[src/rtl/cpu_seq.sv]
// cpu_seq: instruction sequencer for the 8-bit accumulator CPU.
// Owns PC/IR and steps each instruction through FETCH, DECODE, EXEC_A, EXEC_B.
`default_nettype none

module cpu_seq #(
    parameter int         ADDR_W   = 5,
    parameter logic [4:0] SHR_CODE = 5'h1f
) (
    input  logic              tclk,
    input  logic              reset,
    input  logic              run,
    input  logic              step,
    input  logic              c,
    input  logic              z,
    input  logic [7:0]        d_bus,
    output logic [7:0]        ir,
    output logic [ADDR_W-1:0] pc,
    output logic [ADDR_W-1:0] addr,
    output logic              mem_re,
    output logic              mem_we,
    output logic              ldAcc,
    output logic              useAlu,
    output logic              dbusSelect,
    output logic [1:0]        state
);

    typedef enum logic [1:0] {
        S_FETCH  = 2'b00,
        S_DECODE = 2'b01,
        S_EXEC_A = 2'b10,
        S_EXEC_B = 2'b11
    } state_t;

    localparam logic [2:0] OP_LD = 3'b100;
    localparam logic [2:0] OP_ST = 3'b101;
    localparam logic [2:0] OP_JC = 3'b110;
    localparam logic [2:0] OP_JZ = 3'b111;

    state_t              state_q;
    logic [7:0]          ir_q;
    logic [ADDR_W-1:0]   pc_q;

    logic [2:0]          w_opcode;
    logic [ADDR_W-1:0]   w_operand;
    logic                w_is_arith;
    logic                w_jump_taken;

    assign w_opcode     = ir_q[7:5];
    assign w_operand    = ir_q[ADDR_W-1:0];
    assign w_is_arith   = ~ir_q[7];
    assign w_jump_taken = ((w_opcode == OP_JC) && c) || ((w_opcode == OP_JZ) && z);

    always_ff @(posedge tclk or posedge reset) begin
        if (reset) begin
            state_q <= S_FETCH;
            pc_q    <= '0;
            ir_q    <= 8'h00;
        end else begin
            case (state_q)
                S_FETCH: begin
                    if (run || step) begin
                        ir_q    <= d_bus;
                        state_q <= S_DECODE;
                    end
                end
                S_DECODE: begin
                    pc_q    <= pc_q + ADDR_W'(1);
                    state_q <= S_EXEC_A;
                end
                S_EXEC_A: begin
                    // A taken jump overrides the increment made in DECODE
                    if (w_jump_taken) begin
                        pc_q <= w_operand;
                    end
                    state_q <= S_EXEC_B;
                end
                default: begin
                    state_q <= S_FETCH;
                end
            endcase
        end
    end

    always_comb begin
        addr       = w_operand;
        mem_re     = 1'b0;
        mem_we     = 1'b0;
        ldAcc      = 1'b0;
        useAlu     = 1'b0;
        dbusSelect = 1'b0;
        case (state_q)
            S_FETCH: begin
                addr   = pc_q;
                mem_re = 1'b1;
            end
            S_EXEC_A: begin
                if (w_is_arith) begin
                    mem_re = 1'b1;
                    useAlu = 1'b1;
                end else if (w_opcode == OP_LD) begin
                    mem_re = 1'b1;
                    ldAcc  = 1'b1;
                end else if (w_opcode == OP_ST) begin
                    useAlu = 1'b1;
                end
            end
            S_EXEC_B: begin
                // Write-back phase: only the ALU latch ever drives d_bus here
                if (w_is_arith) begin
                    dbusSelect = 1'b1;
                    ldAcc      = 1'b1;
                end else if (w_opcode == OP_ST) begin
                    dbusSelect = 1'b1;
                    mem_we     = 1'b1;
                end
            end
            default: begin
            end
        endcase
    end

    assign ir    = ir_q;
    assign pc    = pc_q;
    assign state = state_q;

endmodule

`default_nettype wire

[config.mk]
export PLATFORM = sky130hd
export DESIGN_NAME = cpu_seq
export DESIGN_NICKNAME = d
export VERILOG_FILES = /design/src/rtl/cpu_seq.sv
export SDC_FILE = /design/constraint.sdc
export NUM_CORES = 1
export LEC_CHECK = 0
export BUFFER_PORTS_ARGS = -buffer_cell sky130_fd_sc_hd__buf_4
export CAP_MARGIN = 5
export CORE_MARGIN = 5
export CORE_UTILIZATION = 47
export CTS_CLUSTER_DIAMETER = 80
export DETAILED_ROUTE_END_ITERATION = 10
export HOLD_SLACK_MARGIN = 0.12
export PLACE_DENSITY = 0.81
export SLEW_MARGIN = 20
export SYNTH_ARGS = -nofsm -noshare
export SYNTH_HDL_FRONTEND = slang
export SYNTH_SLANG_ARGS = --single-unit
[constraint.sdc]
create_clock -name tclk -period 2.15 [get_ports tclk]
set_clock_uncertainty 0.15 [all_clocks]
set_input_delay 0.645 -clock tclk [delete_from_list [all_inputs] [get_ports tclk]]
set_output_delay 0.645 -clock tclk [all_outputs]
set_load 0.05 [all_outputs]
**Word level (Yosys, flattened, before mapping)**

Index checks and enable logic that the tools add are counted.

- Flip-flop bits (word level): 15
- Bits of input ports: 14
- Output and inout port bits: 25
- Word-level logic and storage cells: 40

- $add $sub $neg: 1
- Equality and inequality tests: 9
- Multiplexer cells: 19
- Reduce and logical (&&, ||, !) cells: 8

Operators by type and width:

| cell | number |
|---|---|
| 3-bit equality test (second input constant) | 4 |
| 1-bit two-way mux | 12 |
| 5-bit two-way mux | 2 |
| 5-bit one-hot mux with 2 select lines | 1 |
| 2-bit one-hot mux with 3 select lines | 1 |
| 5-bit by 1-bit adder with 5-bit output (second input constant) | 1 |
| 2-bit equality test (second input constant) | 2 |
| 2-bit inequality test (second input constant) | 2 |
| 1-bit one-hot mux with 2 select lines | 2 |
| 2-bit AND reduction | 2 |
| 2-bit by 1-bit equality test with 1-bit output (second input constant) | 1 |
| 1-bit logical AND | 2 |
| 2-bit logical NOT | 1 |
| 1-bit logical OR | 2 |
| 2-bit two-way mux | 1 |
| 2-bit nonzero test | 1 |

**Depth between registers and ports, before layout**

- Depth after elaboration: 5
- Depth in mapped cells: 6
- Gate-level depth less buffers: 6

**Worst setup path before layout**

OpenSTA, ideal clock, no wires.

- Path kind: flip-flop to output port
- Start: register state_q[0], in the netlist state[0]
- End: output ldAcc
- Data arrival time: 2.274 ns
- Required time: 1.355 ns
- Setup slack: -0.919 ns
- Cell stages (with the launch flop): 5
- Buffers on the path: 0
- Path through: dfrtp_1 > inv_1 > ha_1 > nand2_1 > o32ai_1

- Longest elaborated chain between the ends: 2
- Elaborated cells on any way between the ends: 3
- Those cells by class: eq/ne (2); mux (1)

RTL lines:

| what | RTL line | source |
|---|---|---|
| start: declaration | 39 | `state_t state_q;` |
| start signal: assignment | 55 | `state_q <= S_FETCH;` |
| start signal: assignment | 63 | `state_q <= S_DECODE;` |
| start signal: assignment | 68 | `state_q <= S_EXEC_A;` |
| 2-bit equality test | 91 | `case (state_q)` |
| 1-bit one-hot mux with 2 select lines (*) | 91 |  |
| end: declaration | 21 | `output logic ldAcc,` |

Mark *: on every way between the ends. The rest lies on a longest branch, timed or not.

**Final worst setup path**

- Start: register state_q[0], in the netlist state[0]
- End: output addr[3]

- Longest elaborated chain between the ends: 2

RTL lines:

| what | RTL line | source |
|---|---|---|
| 2-bit logical NOT | 91 |  |
| 5-bit two-way mux | 91 |  |
| end: declaration | 18 | `output logic [ADDR_W-1:0] addr,` |

Every way passes these cells.

==> results by stage <==
Clock network:
- CTS placed an instance of clkbuf_4 at the clock tree root.
- The clock reaches the later pin of the worst-skew pair after 0.31 ns.
- The clock passes through at most 2 buffers.
- Counting every sink on the clock net gives 15.
- The maximum level of the CTS H-tree is 1.
- The hold buffer count at cts is 0.
- The number of buffers added by the clock tree synthesis step is 3.
- TritonCTS built the clock tree.
- The register clock-pin slew on the reported worst setup and hold paths is 0.11 ns.

Synth:
- The number of nets in the synthesized netlist is 110.
- The synthesized design contains 15 register bits.
- The sequential element share of the synthesized area is 39.8%.
- For this run, asynchronously set or reset flops after synthesis account for 100%.
- The total of warnings raised by yosys is 0.
- The gate count of the mapped netlist is 90.
- The mapped netlist covers 942 sq um.
- The number of flops mapped to enable cells by yosys is 0.
- Among all flip-flop cells after synthesis, the most frequent one is dfrtp_1.
- Averaged over all synthesized cells, the footprint is 10.5 sq um.
- Yosys mapped the design onto 30 distinct sky130hd cell types.

Timing:
- The actual transition at the worst max-transition pin is 0.621 ns.
- The final critical path takes up 111% of the cycle.
- Setup repair after global routing could not meet its margin everywhere.
- Setup total negative slack on the finished layout was measured at -1.63 ns.
- Setup violations remaining at the end of the flow were counted as 10.
- Derived from the worst setup path, the maximum achievable clock frequency is 421 MHz.
- After layout, the minimum clock period comes to 2.38 ns.
- The post-route worst setup slack is -0.227 ns.
- The worst pin sits at a relative slew slack of 58.6%.
- Hold is met by 0.260 ns.
- The number of max-slew violations in the final report was 0.
- The number of hold violations in the final report is 0.

GRT:
- The initial antenna violation count came to 0.
- The total routing resource utilization after global routing is 25.0%.
- The pin count of the biggest net entering global routing is 16.
- For this run the aggregate overflow at the end of global routing stands at 0.
- The first global-routing pass estimated 5.01 mm of wire.
- The number of global-route vias before repair is 1001.

Placement:
- The final estimated routing congestion in global placement is 0.755.
- Once detailed placement completed, the half-perimeter wirelength came to 1.89 mm.
- OpenSTA, run right after detailed placement, puts the worst setup slack at 0.0382 ns.
- In this run the tool buffered the top-level ports with 38 buffer cells.
- The placed cell count is 160.

Layout:
- In the layout the commonest cells are 42 x buf_4, 10 x mux2_2, 10 x dfrtp_1.
- The number of antenna diodes in the final layout is 0.
- The number of nets in the finished design is 168.
- The multi-input combinational cell area is 653 sq um.
- The commonest non-fill, non-tap cell in the layout is buf_4.
- Across the whole layout, storage elements account for 382 sq um.
- Compared with the post-synthesis result, the final layout area differs by 72.6%.
- The final instance count without filler cells is 174.
- The number of fill cells in the layout is 111.
- The share of final-layout standard cells stronger than drive strength 1 is 64.6%.

Status:
- The checks that failed: negative setup slack.
- The run finished, with violations left.

Worst setup path:
- The launching instance or port of the critical path is state[0].
- The worst setup path is launched from a register.
- The endpoint class of the critical path is an output pin.
- The cell with the largest stage delay on the worst path is dfrtp_2.
- Together, buffers and inverters on the worst path number 3.
- Walking the worst path, the cells encountered are inv_4, ha_4, buf_12, mux2_4, buf_6.
- The endpoint arrival time on the critical path is 1.58 ns.
- The critical path is of the reg -> out type.
- The top fanout value on the critical path is 5.
- The category of cells accounting for the largest share of critical-path delay is flip-flops.
- The worst register-to-register path begins at state[0].
- The largest incremental delay on the critical path is 0.44 ns.
- At the worst endpoint, the required time is 1.35 ns.

Drt:
- The detail route stage leaves a number of antenna-violating nets equal to 0.
- The detailed-route wire length is 3.43 mm.
- Dividing the detail-routed via count by the number of cells gives 5.72.
- In the final routed layout, each cell accounts on average for 19.7 microns.
- Summing over every cut layer, the via total after detailed routing is 995.
- The pre-antenna-repair detailed-routing pass consisted of 4 iterations.
- The number of DRC markers after the initial detailed-route iteration is 37.
- After detailed routing, the number of remaining DRC violations is 0.

Floorplanning:
- Measured along the y axis, the die boundary spans 54.8 microns.
- Once the floorplan was initialized, standard cells occupied 48.5% of the core.
- The total area inside the core boundary comes to 1940 sq um.
- The number of cell rows is 16.
- In this run the horizontal extent of the chip is 54.8 microns.
- The floorplan step defined a die boundary enclosing 3000 sq um.
- The total I/O pin count is 39.

Flow run:
- Max-cap violations in this run came to 0.

Worst hold path:
- In this run the worst hold path is classified as in -> async.
[stage by stage]
stage	cell area, sq um	utilization [%]
floorplan	1010	-
global placement	1380	71.2
detailed placement	1380	71.2
CTS	1570	80.6
global route	1630	83.8
finish	1630	83.8
[registers in the layout, summed over array words and instances (netlist names)]
| signal | count |
|---|---|
| ir | 8 |
| pc | 5 |
| state | 2 |
[cells by family (layout without fill, tap and decap cells)]
group,count (synthesis),in the layout,share of synthesized area [%]
compound gates,14,14,10.9
fa+ha+maj,6,6,7.97
buf+inv,11,68,4.51
flops,15,15,39.8
mux,19,19,22.7
simple gates,25,25,14.1
[metal layers]
metal  part of all wire, %  track usage (%)  routed length, microns
met1                    38             28.2                    1310
met2                    51             41.5                    1740
met3                   5.9             5.99                     203
met4                   5.0             16.6                     172
met5                     0                0                       0
[worst reg2reg max path, delay by kind of cell, from the launching register on]
family / cells / cell delay [ns]
buf+inv: 4 / 0.49
flops: 1 / 0.41
compound gates: 2 / 0.27
fa+ha+maj: 1 / 0.17
simple gates: 1 / 0.57
[Yosys cell counts, types with 2 or more instances]
master / count / share of area (%)
mux2i_1: 3 / 3.2
nand2_1: 5 / 2.0
nor3_1: 2 / 1.1
o21ai_0: 3 / 1.6
inv_1: 9 / 3.6
nand3_1: 3 / 1.6
ha_1: 6 / 8.0
nor2b_1: 3 / 2.0
nor2_1: 6 / 2.4
and2_1: 2 / 1.3
dfrtp_1: 15 / 40
mux2_2: 15 / 18
[path summary, 6_finish.rpt]
check	endpoint	slack [ns]	cells past startpoint
hold reg to reg	ir[2]	0.43	1
max in group asynchronous	ir[6]	1.15	2
setup reg to reg	pc[3]	0.01	8
hold / removal	pc[1]	0.26	2
min in group tclk	ir[4]	0.40	2
setup / recovery	addr[3]	-0.23	5
[final cells by class]
cell class / instances / share of cell area (%)
Clock inverter: 1 / 0.308
Sequential cell: 15 / 23.5
Inverter: 9 / 2.23
Multi-Input combinational cell: 64 / 40.2
Tap cell: 27 / 2.08
Clock buffer: 3 / 1.38
Timing Repair Buffer: 55 / 30.4
[repair_timing]
action,4_1_cts,5_1_grt
pin swaps,4,2
endpoints found under the setup margin,10,12
cloned,1,0
resized for setup,21,12
setup buffers,5,4
Power is not shown: default switching activity piles up to over one toggle a cycle in this logic, so the estimate is an artifact.
